File: src/rtl/mc_wb_pkg.sv
// mc_wb_pkg: shared constants for the write-back data register.
//   LD_*    : ld_mode encodings (reserved codes 101-111 behave as LD_W)
//   SRC_*   : default result-source indices into the packed source bus
package mc_wb_pkg;

    localparam logic [2:0] LD_W  = 3'b000;
    localparam logic [2:0] LD_H  = 3'b001;
    localparam logic [2:0] LD_HU = 3'b010;
    localparam logic [2:0] LD_B  = 3'b011;
    localparam logic [2:0] LD_BU = 3'b100;

    localparam int unsigned SRC_ALU = 0;
    localparam int unsigned SRC_DM  = 1;
    localparam int unsigned SRC_PC4 = 2;
    localparam int unsigned SRC_IMM = 3;

endpackage

File: src/rtl/mc_load_ext.sv
// mc_load_ext: combinational load-width extension of a 32-bit memory word.
//   word       in  32      raw data-memory word
//   mode       in  3       load mode (mc_wb_pkg LD_* encoding)
//   offset     in  2       byte offset of the load address
//   ext_val    out DATA_W  extracted lane, sign/zero-extended to DATA_W
//   misaligned out 1       LW with offset != 0, or LH/LHU with offset[0] set
module mc_load_ext
    import mc_wb_pkg::*;
#(
    parameter int unsigned DATA_W = 32
) (
    input  logic [31:0]       word,
    input  logic [2:0]        mode,
    input  logic [1:0]        offset,
    output logic [DATA_W-1:0] ext_val,
    output logic              misaligned
);

    logic [15:0] w_half;
    logic [7:0]  w_byte;

    // Half lane uses offset[1] only; byte 0 of a misaligned half is ignored.
    assign w_half = offset[1] ? word[31:16] : word[15:0];

    always_comb begin
        w_byte = word[7:0];
        case (offset)
            2'd0:    w_byte = word[7:0];
            2'd1:    w_byte = word[15:8];
            2'd2:    w_byte = word[23:16];
            default: w_byte = word[31:24];
        endcase
    end

    always_comb begin
        ext_val    = DATA_W'($signed(word));
        misaligned = (offset != 2'd0);
        case (mode)
            LD_H: begin
                ext_val    = DATA_W'($signed(w_half));
                misaligned = offset[0];
            end
            LD_HU: begin
                ext_val    = DATA_W'(w_half);
                misaligned = offset[0];
            end
            LD_B: begin
                ext_val    = DATA_W'($signed(w_byte));
                misaligned = 1'b0;
            end
            LD_BU: begin
                ext_val    = DATA_W'(w_byte);
                misaligned = 1'b0;
            end
            default: begin
                ext_val    = DATA_W'($signed(word));
                misaligned = (offset != 2'd0);
            end
        endcase
    end

endmodule

File: src/rtl/mc_wb_data_reg.sv
// mc_wb_data_reg: write-back data register between ALU/DM and the register file.
//   CLK       in  1             rising-edge clock
//   Reset     in  1             synchronous, active-low reset
//   src_data  in  SRC_N*DATA_W  packed result sources, source i at [i*DATA_W +: DATA_W]
//   src_sel   in  SEL_W         source select (out-of-range selects 0)
//   ld_mode   in  3             load mode for the DM source
//   addr_lo   in  2             byte offset of the load address
//   cap_en    in  1             capture request
//   wb_ack    in  1             consumer has taken DBOut
//   DBOut     out DATA_W        held write-back value
//   out_valid out 1             DBOut holds unconsumed data
//   misalign  out 1             last capture was a misaligned load
//   overflow  out 1             sticky: capture arrived while data was unconsumed
module mc_wb_data_reg
    import mc_wb_pkg::*;
#(
    parameter int unsigned DATA_W = 32,
    parameter int unsigned SRC_N  = 4,
    parameter int unsigned DM_SRC = SRC_DM,
    parameter int unsigned SEL_W  = $clog2(SRC_N)
) (
    input  logic                    CLK,
    input  logic                    Reset,
    input  logic [SRC_N*DATA_W-1:0] src_data,
    input  logic [SEL_W-1:0]        src_sel,
    input  logic [2:0]              ld_mode,
    input  logic [1:0]              addr_lo,
    input  logic                    cap_en,
    input  logic                    wb_ack,
    output logic [DATA_W-1:0]       DBOut,
    output logic                    out_valid,
    output logic                    misalign,
    output logic                    overflow
);

    logic [DATA_W-1:0] w_sel_val;
    logic [DATA_W-1:0] w_ext_val;
    logic              w_ext_mis;
    logic              w_is_dm;
    logic [DATA_W-1:0] w_load_val;
    logic              w_load_mis;
    logic              w_accept;

    logic [DATA_W-1:0] r_db;
    logic              r_valid;
    logic              r_mis;
    logic              r_ovf;

    // Indices >= SRC_N never match, leaving the zero default.
    always_comb begin
        w_sel_val = '0;
        for (int unsigned i = 0; i < SRC_N; i++) begin
            if (32'(src_sel) == i) begin
                w_sel_val = src_data[i*DATA_W +: DATA_W];
            end
        end
    end

    assign w_is_dm = (32'(src_sel) == DM_SRC);

    mc_load_ext #(
        .DATA_W (DATA_W)
    ) u_load_ext (
        .word       (w_sel_val[31:0]),
        .mode       (ld_mode),
        .offset     (addr_lo),
        .ext_val    (w_ext_val),
        .misaligned (w_ext_mis)
    );

    assign w_load_val = w_is_dm ? w_ext_val : w_sel_val;
    assign w_load_mis = w_is_dm & w_ext_mis;

    // A capture loads only if the slot is free or being consumed this cycle.
    assign w_accept = ~r_valid | wb_ack;

    always_ff @(posedge CLK) begin
        if (!Reset) begin
            r_db    <= '0;
            r_valid <= 1'b0;
            r_mis   <= 1'b0;
            r_ovf   <= 1'b0;
        end else if (cap_en) begin
            if (w_accept) begin
                r_db    <= w_load_val;
                r_valid <= 1'b1;
                r_mis   <= w_load_mis;
            end else begin
                r_ovf   <= 1'b1;
            end
        end else if (wb_ack) begin
            r_valid <= 1'b0;
        end
    end

    assign DBOut     = r_db;
    assign out_valid = r_valid;
    assign misalign  = r_mis;
    assign overflow  = r_ovf;

endmodule

File: config.mk
export PLATFORM = sky130hd
export DESIGN_NAME = mc_wb_data_reg
export DESIGN_NICKNAME = d
export VERILOG_FILES = /design/src/rtl/mc_wb_pkg.sv /design/src/rtl/mc_load_ext.sv /design/src/rtl/mc_wb_data_reg.sv
export SDC_FILE = /design/constraint.sdc
export NUM_CORES = 1
export LEC_CHECK = 0
export CAP_MARGIN = 30
export CORE_UTILIZATION = 40
export CTS_BUF_LIST = sky130_fd_sc_hd__clkbuf_8 sky130_fd_sc_hd__clkbuf_16
export CTS_CLUSTER_SIZE = 10
export DETAILED_ROUTE_END_ITERATION = 8
export PLACE_DENSITY_LB_ADDON = 0.25
export REMOVE_ABC_BUFFERS = 1
export SYNTH_ARGS = -nofsm -noshare
export SYNTH_HDL_FRONTEND = slang
export SYNTH_SLANG_ARGS = --single-unit
File: constraint.sdc
create_clock -name CLK -period 2.7 [get_ports CLK]
set_input_delay 0.54 -clock CLK [delete_from_list [all_inputs] [get_ports CLK]]
set_output_delay 0.54 -clock CLK [all_outputs]
set_load 0.05 [all_outputs]
Yosys cells after proc, flatten, opt, wreduce, memory -nomap -nowiden
Cells that the tools add are included.
{"block": "totals", "register_bits": 35, "latch_bits": 0, "ramBits": 0, "mem_bits_ro": 0, "inputBits": 139, "elab_cells": 39, "mem_count": 0}
{"block": "classes", "addsub": 0, "mul": 0, "n_div": 0, "magnitude_cmp": 0, "n_eq_ne": 10, "shifts": 0, "muxes": 12, "bitwise": 4, "n_reduce_logical": 9}
{"op": "2-to-1 mux 32 bit", "count": 5}
{"op": "case mux 32 bit (4 select lines)", "count": 1}
{"op": "case mux 8 bit (3 select lines)", "count": 1}
{"op": "2-to-1 mux 16 bit", "count": 1}
{"op": "equality test 2 bit, second input constant", "count": 3}
{"op": "equality test 3 x 2 -> 1 bit, second input constant", "count": 2}
{"op": "AND reduction 2 bit", "count": 3}
{"op": "equality test 2 x 1 -> 1 bit, second input constant", "count": 2}
{"op": "logical NOT 2 bit", "count": 2}
{"op": "nonzero test 2 bit", "count": 2}
{"op": "OR reduction 2 bit", "count": 2}
{"op": "equality test 3 x 1 -> 1 bit, second input constant", "count": 1}
{"op": "equality test 3 bit, second input constant", "count": 1}
{"op": "2-to-1 mux 1 bit", "count": 3}
{"op": "inequality test 2 x 1 -> 1 bit, second input constant", "count": 1}
{"op": "inverter 1 bit", "count": 2}
{"op": "case mux 1 bit (2 select lines)", "count": 1}
{"op": "AND 1 bit", "count": 1}
{"op": "OR 1 bit", "count": 1}

Longest topological paths before layout
{"block": "logic_depth", "depth_word": 8, "mapped_depth": 8, "depth_no_buf": 5}

Hierarchy
Synthesis repeated with hierarchy kept, for this count alone.
{"block": "unflattened", "hier_cells": 520, "area_unflattened_um2": 4045.1}
{"mod": "mc_wb_data_reg", "n_inst": 1, "cells_each": 364, "area_each_um2": 2772.7}
{"mod": "mc_load_ext", "n_inst": 1, "cells_each": 156, "area_each_um2": 1272.5}

Worst setup path after synthesis
Ideal clock, no wire load.
{"block": "synth_path", "path_kind": "input-to-reg", "startpoint": "input port src_sel[0]", "endpoint": "register r_db[0], in the netlist DBOut[0]", "setup_ns": 0.132, "arrival_ns": 2.012, "slack_ns": 0.556, "cell_stages": 6, "path_buffers": 2, "cell_sequence": "buf_4 -> buf_2 -> mux4_2 -> mux2_2 -> o211ai_1 -> a31oi_1"}
{"block": "synth_via", "elab_chain_len": 8, "word_cells_on_any_way": 12}
{"element": "start: declaration", "line_no": "mc_wb_data_reg.sv:25", "text": "input logic [SEL_W-1:0] src_sel,"}
{"element": "logical NOT 2 bit", "line_no": "mc_wb_data_reg.sv:53", "text": "if (32'(src_sel) == i) begin"}
{"element": "2-to-1 mux 32 bit (4 in a row)", "line_no": "mc_wb_data_reg.sv:53"}
{"element": "case mux 8 bit (3 select lines) / 2-to-1 mux 16 bit (equally long branches)", "line_no": "mc_load_ext.sv:27, mc_load_ext.sv:23"}
{"element": "case mux 32 bit (4 select lines)", "line_no": "mc_load_ext.sv:38", "text": "case (mode)"}
{"element": "2-to-1 mux 32 bit (*)", "line_no": "mc_wb_data_reg.sv:71", "text": "assign w_load_val = w_is_dm ? w_ext_val : w_sel_val;"}
{"element": "end signal: assignment", "line_no": "mc_wb_data_reg.sv:85", "text": "r_db <= w_load_val;"}
{"element": "end: declaration", "line_no": "mc_wb_data_reg.sv:44", "text": "logic [DATA_W-1:0] r_db;"}
Every way passes the cells marked *; elsewhere a longest branch is shown, timed or not.
A chain may end at the register's enable or synchronous reset.

Final worst setup path
{"block": "layout_path", "startpoint": "input port addr_lo[1]", "endpoint": "register r_db[28], in the netlist DBOut[28]"}
{"block": "layout_via", "elab_chain_len": 4, "word_cells_on_any_way": 7}
{"element": "start: declaration", "line_no": "mc_wb_data_reg.sv:27", "text": "input logic [1:0] addr_lo,"}
{"element": "equality test 2 bit (tied with other cells)", "line_no": "mc_load_ext.sv:27", "text": "case (offset)"}
{"element": "case mux 8 bit (3 select lines)", "line_no": "mc_load_ext.sv:27"}
{"element": "case mux 32 bit (4 select lines) (*)", "line_no": "mc_load_ext.sv:38"}
{"element": "2-to-1 mux 32 bit (*)", "line_no": "mc_wb_data_reg.sv:71"}
Marks and branches as above.

==> metrics.md <==
| Metric | Value |
|---|---|
| Design area | 5170 um2 |
| Number of port buffers | 173 |
| Area growth syn-to-layout | 61.0% |
| First-pass GRT wire length | 17200 um |
| Sinks on Clock Net | 35 |
| Vert. Die Dim | 91.6 um |
| Die area | 8390 um2 |
| Max_slew headroom | 0.481 |
| Top_reg_cell synth | dfxtp_1 |
| Cell Area, Placed | 5080 um2 |
| Share of cells above drive strength 1 | 0.208 |
| GR Util met3 | 0.0586 |
| GRT Util Overall | 0.258 |
| Min-delay worst type | reg2reg |
| Starting Density | 0.416 |
| Sequential share of the synthesized area | 0.218 |
| GR Overflow Total | 0 |
| Min-Delay Endpoint | DBOut[23]$_SDFFE_PN0P_ |
| Final wirelength | 10600 um |
| RSZ-0062 raised after global routing | no |
| Synth async-reset ratio | 0 |
| Final min period | 2.42 ns |
| Number of flops mapped to enable cells by yosys | 0 |
| Fin. max-slew vios | 0 |
| Max frequency | 0.413 GHz |
| Core footprint | 7730 um2 |
| Slowest cell on crit path | clkdlybuf4s50_1 |
| Avg WL per Cell | 18.3 um |
| Crit path DAT | 2.62 ns |
| Worst-path clk slew | 0.07 ns |
| Largest net degree at the start of global routing | 35 |
| Initial antenna violation count | 0 |
| Ports | 174 |
| Synth warnings | 0 |
| Final #Nets | 620 |
| Tcrit/Tclk final | 0.897 |
| Max rail drop VDD | 0.189 mV |
| Crit path max fanout | 16 |
| TritonCTS clock tree | yes |
| Routability cong. | 0.867 |
| Busiest grt layer | met2 |
| GR met1 Demand/Resource | 0.317 |
| Post-synth top area share | 0.295 |
| Clk Latency, worst-skew pair | 0.28 ns |
| Required time of the critical path | 2.90 ns |
| Hold_buf cts | 0 |
| Leak | 0.00180 uW |
| First DRT Iteration DRCs | 186 |
| Utilization after layout | 0.669 |
| WHS Path Cells | 2 |
| Pwr/cell area | 363 nW/um2 |
| 1st-pass router iterations | 4 |
| Largest cells by area after synthesis | mux4_2, dfxtp_1, mux2_2 |
| Crit Reg-Reg Startpoint | out_valid$_SDFFE_PN0P_ |
| Post-Syn Area per Cell | 10.2 um2 |
| Num rows | 32 |
| Critical path class | in2reg |
| Setup crit start kind | input pin |
| Status | finished clean |
| Total chip power | 1880 uW |
| Post-route setup TNS | 0 ns |
| Most frequent cells in the layout | clkdlybuf4s50_1, mux4_2, dfxtp_1 |
| Post-synthesis register bit count | 35 |
| Htree depth | 2 |
| Mapped Cells | 316 |
| Min-Delay Startpoint | DBOut[23]$_SDFFE_PN0P_ |
| ANT nets after route | 0 |
| Yosys cell types | 36 |
| Critical Path, Cell by Cell | clkdlybuf4s50_1, buf_4, mux2_2, mux2i_1, o2bb2ai_2, a21boi_0 |
| Total of max-cap violations | 0 |
| GR met2 Demand/Resource | 0.460 |
| Vias in the first global route | 3491 |
| Setup Buffers After CTS | 0 |
| Cts bufs inserted | 5 |
| Final setup fails | 0 |
| Post-route DRC | 0 |
| Final HPWL DP | 8260 um |
| Mapped cell area | 3210 um2 |
| Final setup skew | 0.00746 ns |
| Clk root buf | clkbuf_8 |
| Flop-to-flop setup slack | 1.08 ns |
| FF-to-FF path depth | 5 |
| DR vias/cell | 5.78 |
| Worst-Margin Slew | 0.774 ns |
| Vias | 3367 |
| CP startpoint | addr_lo[1] |
| Number of diodes | 0 |
| CP endpoint kind | flop |
| Reg-to-Reg End | DBOut[28]$_SDFFE_PN0P_ |
| Clk buf depth | 2 |
| Final Hold Fails | 0 |
| Leading area contributor after synthesis | mux4_2 |
| Commonest non-fill, non-tap cell in the layout | clkdlybuf4s50_1 |
| Post-CTS sizing | 0 |
| Crit-path max cell delay | 0.63 ns |
| Die width | 91.6 um |
==> routing by layer <==
| layer | wire (um) | up-vias |
|---|---|---|
| met2 | 5400 | 152 |
| met1 | 4220 | 1625 |
| li1 | - | 1584 |
| met4 | 70 | 0 |
| met3 | 954 | 6 |
| met5 | 0 | - |
==> worst max-delay path by stage <==
stage,to,cells past startpoint
3_5_place_dp,DBOut[28]$_SDFFE_PN0P_,6
4_1_cts,DBOut[28]$_SDFFE_PN0P_,6
5_1_grt,DBOut[28]$_SDFFE_PN0P_,6
2_1_floorplan,DBOut[1]$_SDFFE_PN0P_,5
6_report,DBOut[28]$_SDFFE_PN0P_,6
3_3_place_gp,DBOut[28]$_SDFFE_PN0P_,6
==> registers in the layout, summed over array words and instances, names as in the netlist <==
name,flops
DBOut,32
misalign,1
out_valid,1
overflow,1
==> kinds of logic (layout without fill, tap and decap cells) <==
group	after synthesis	in the layout	share of synthesized area
flops	35	35	0.218
compound gates	89	89	0.185
buf+inv	31	196	0.0440
simple gates	83	83	0.136
xor+xnor	1	1	0.00273
mux	77	77	0.414
==> synth_stat cells (4+ instances only) <==
cell	number
mux4_2	42
dfxtp_1	35
o21ai_0	29
mux2_2	27
nand2_1	24
clkbuf_1	18
a21boi_0	16
nor2_1	16
a211oi_1	14
buf_2	11
o211ai_1	9
mux2i_1	8
nor3_1	8
or3_1	7
nor2b_1	6
o22ai_1	6
o32ai_1	6
nand2b_1	5
nand3_1	4
==> report_power, final <==
group	internal, uW	leakage, uW	total, uW	switching [uW]
clock	200	0.0000470	387	187
sequential	562	0.000289	586	23.6
combinational	472	0.00146	902	431
total	1230	0.00180	1880	641
==> per-stage QoR <==
step	hold slack (ns)	std cells	setup slack, ns
global route	0.500	583	0.158
detailed placement	0.458	576	0.00595
floorplan	0.658	285	0.245
CTS	0.466	583	0.307
finish	0.462	583	0.279
global placement	0.451	576	0.120
==> critical path: cells and delay by family <==
family                 cells  cell delay [ns]
muxes                      2             0.28
buffers and inverters      2             0.89
AOI/OAI and AO/OA          2             0.90
==> final cells by class <==
| cell class | instances | area [um2] |
|---|---|---|
| Clock buffer | 6 | 82.6 |
| Clock inverter | 1 | 5.00 |
| Fill cell | 644 | 2560 |
| Multi-Input combinational cell | 250 | 2370 |
| Sequential cell | 35 | 701 |
| Tap cell | 102 | 128 |
| Timing Repair Buffer | 189 | 1880 |
Note: power is estimated with default switching activity, not from simulation.
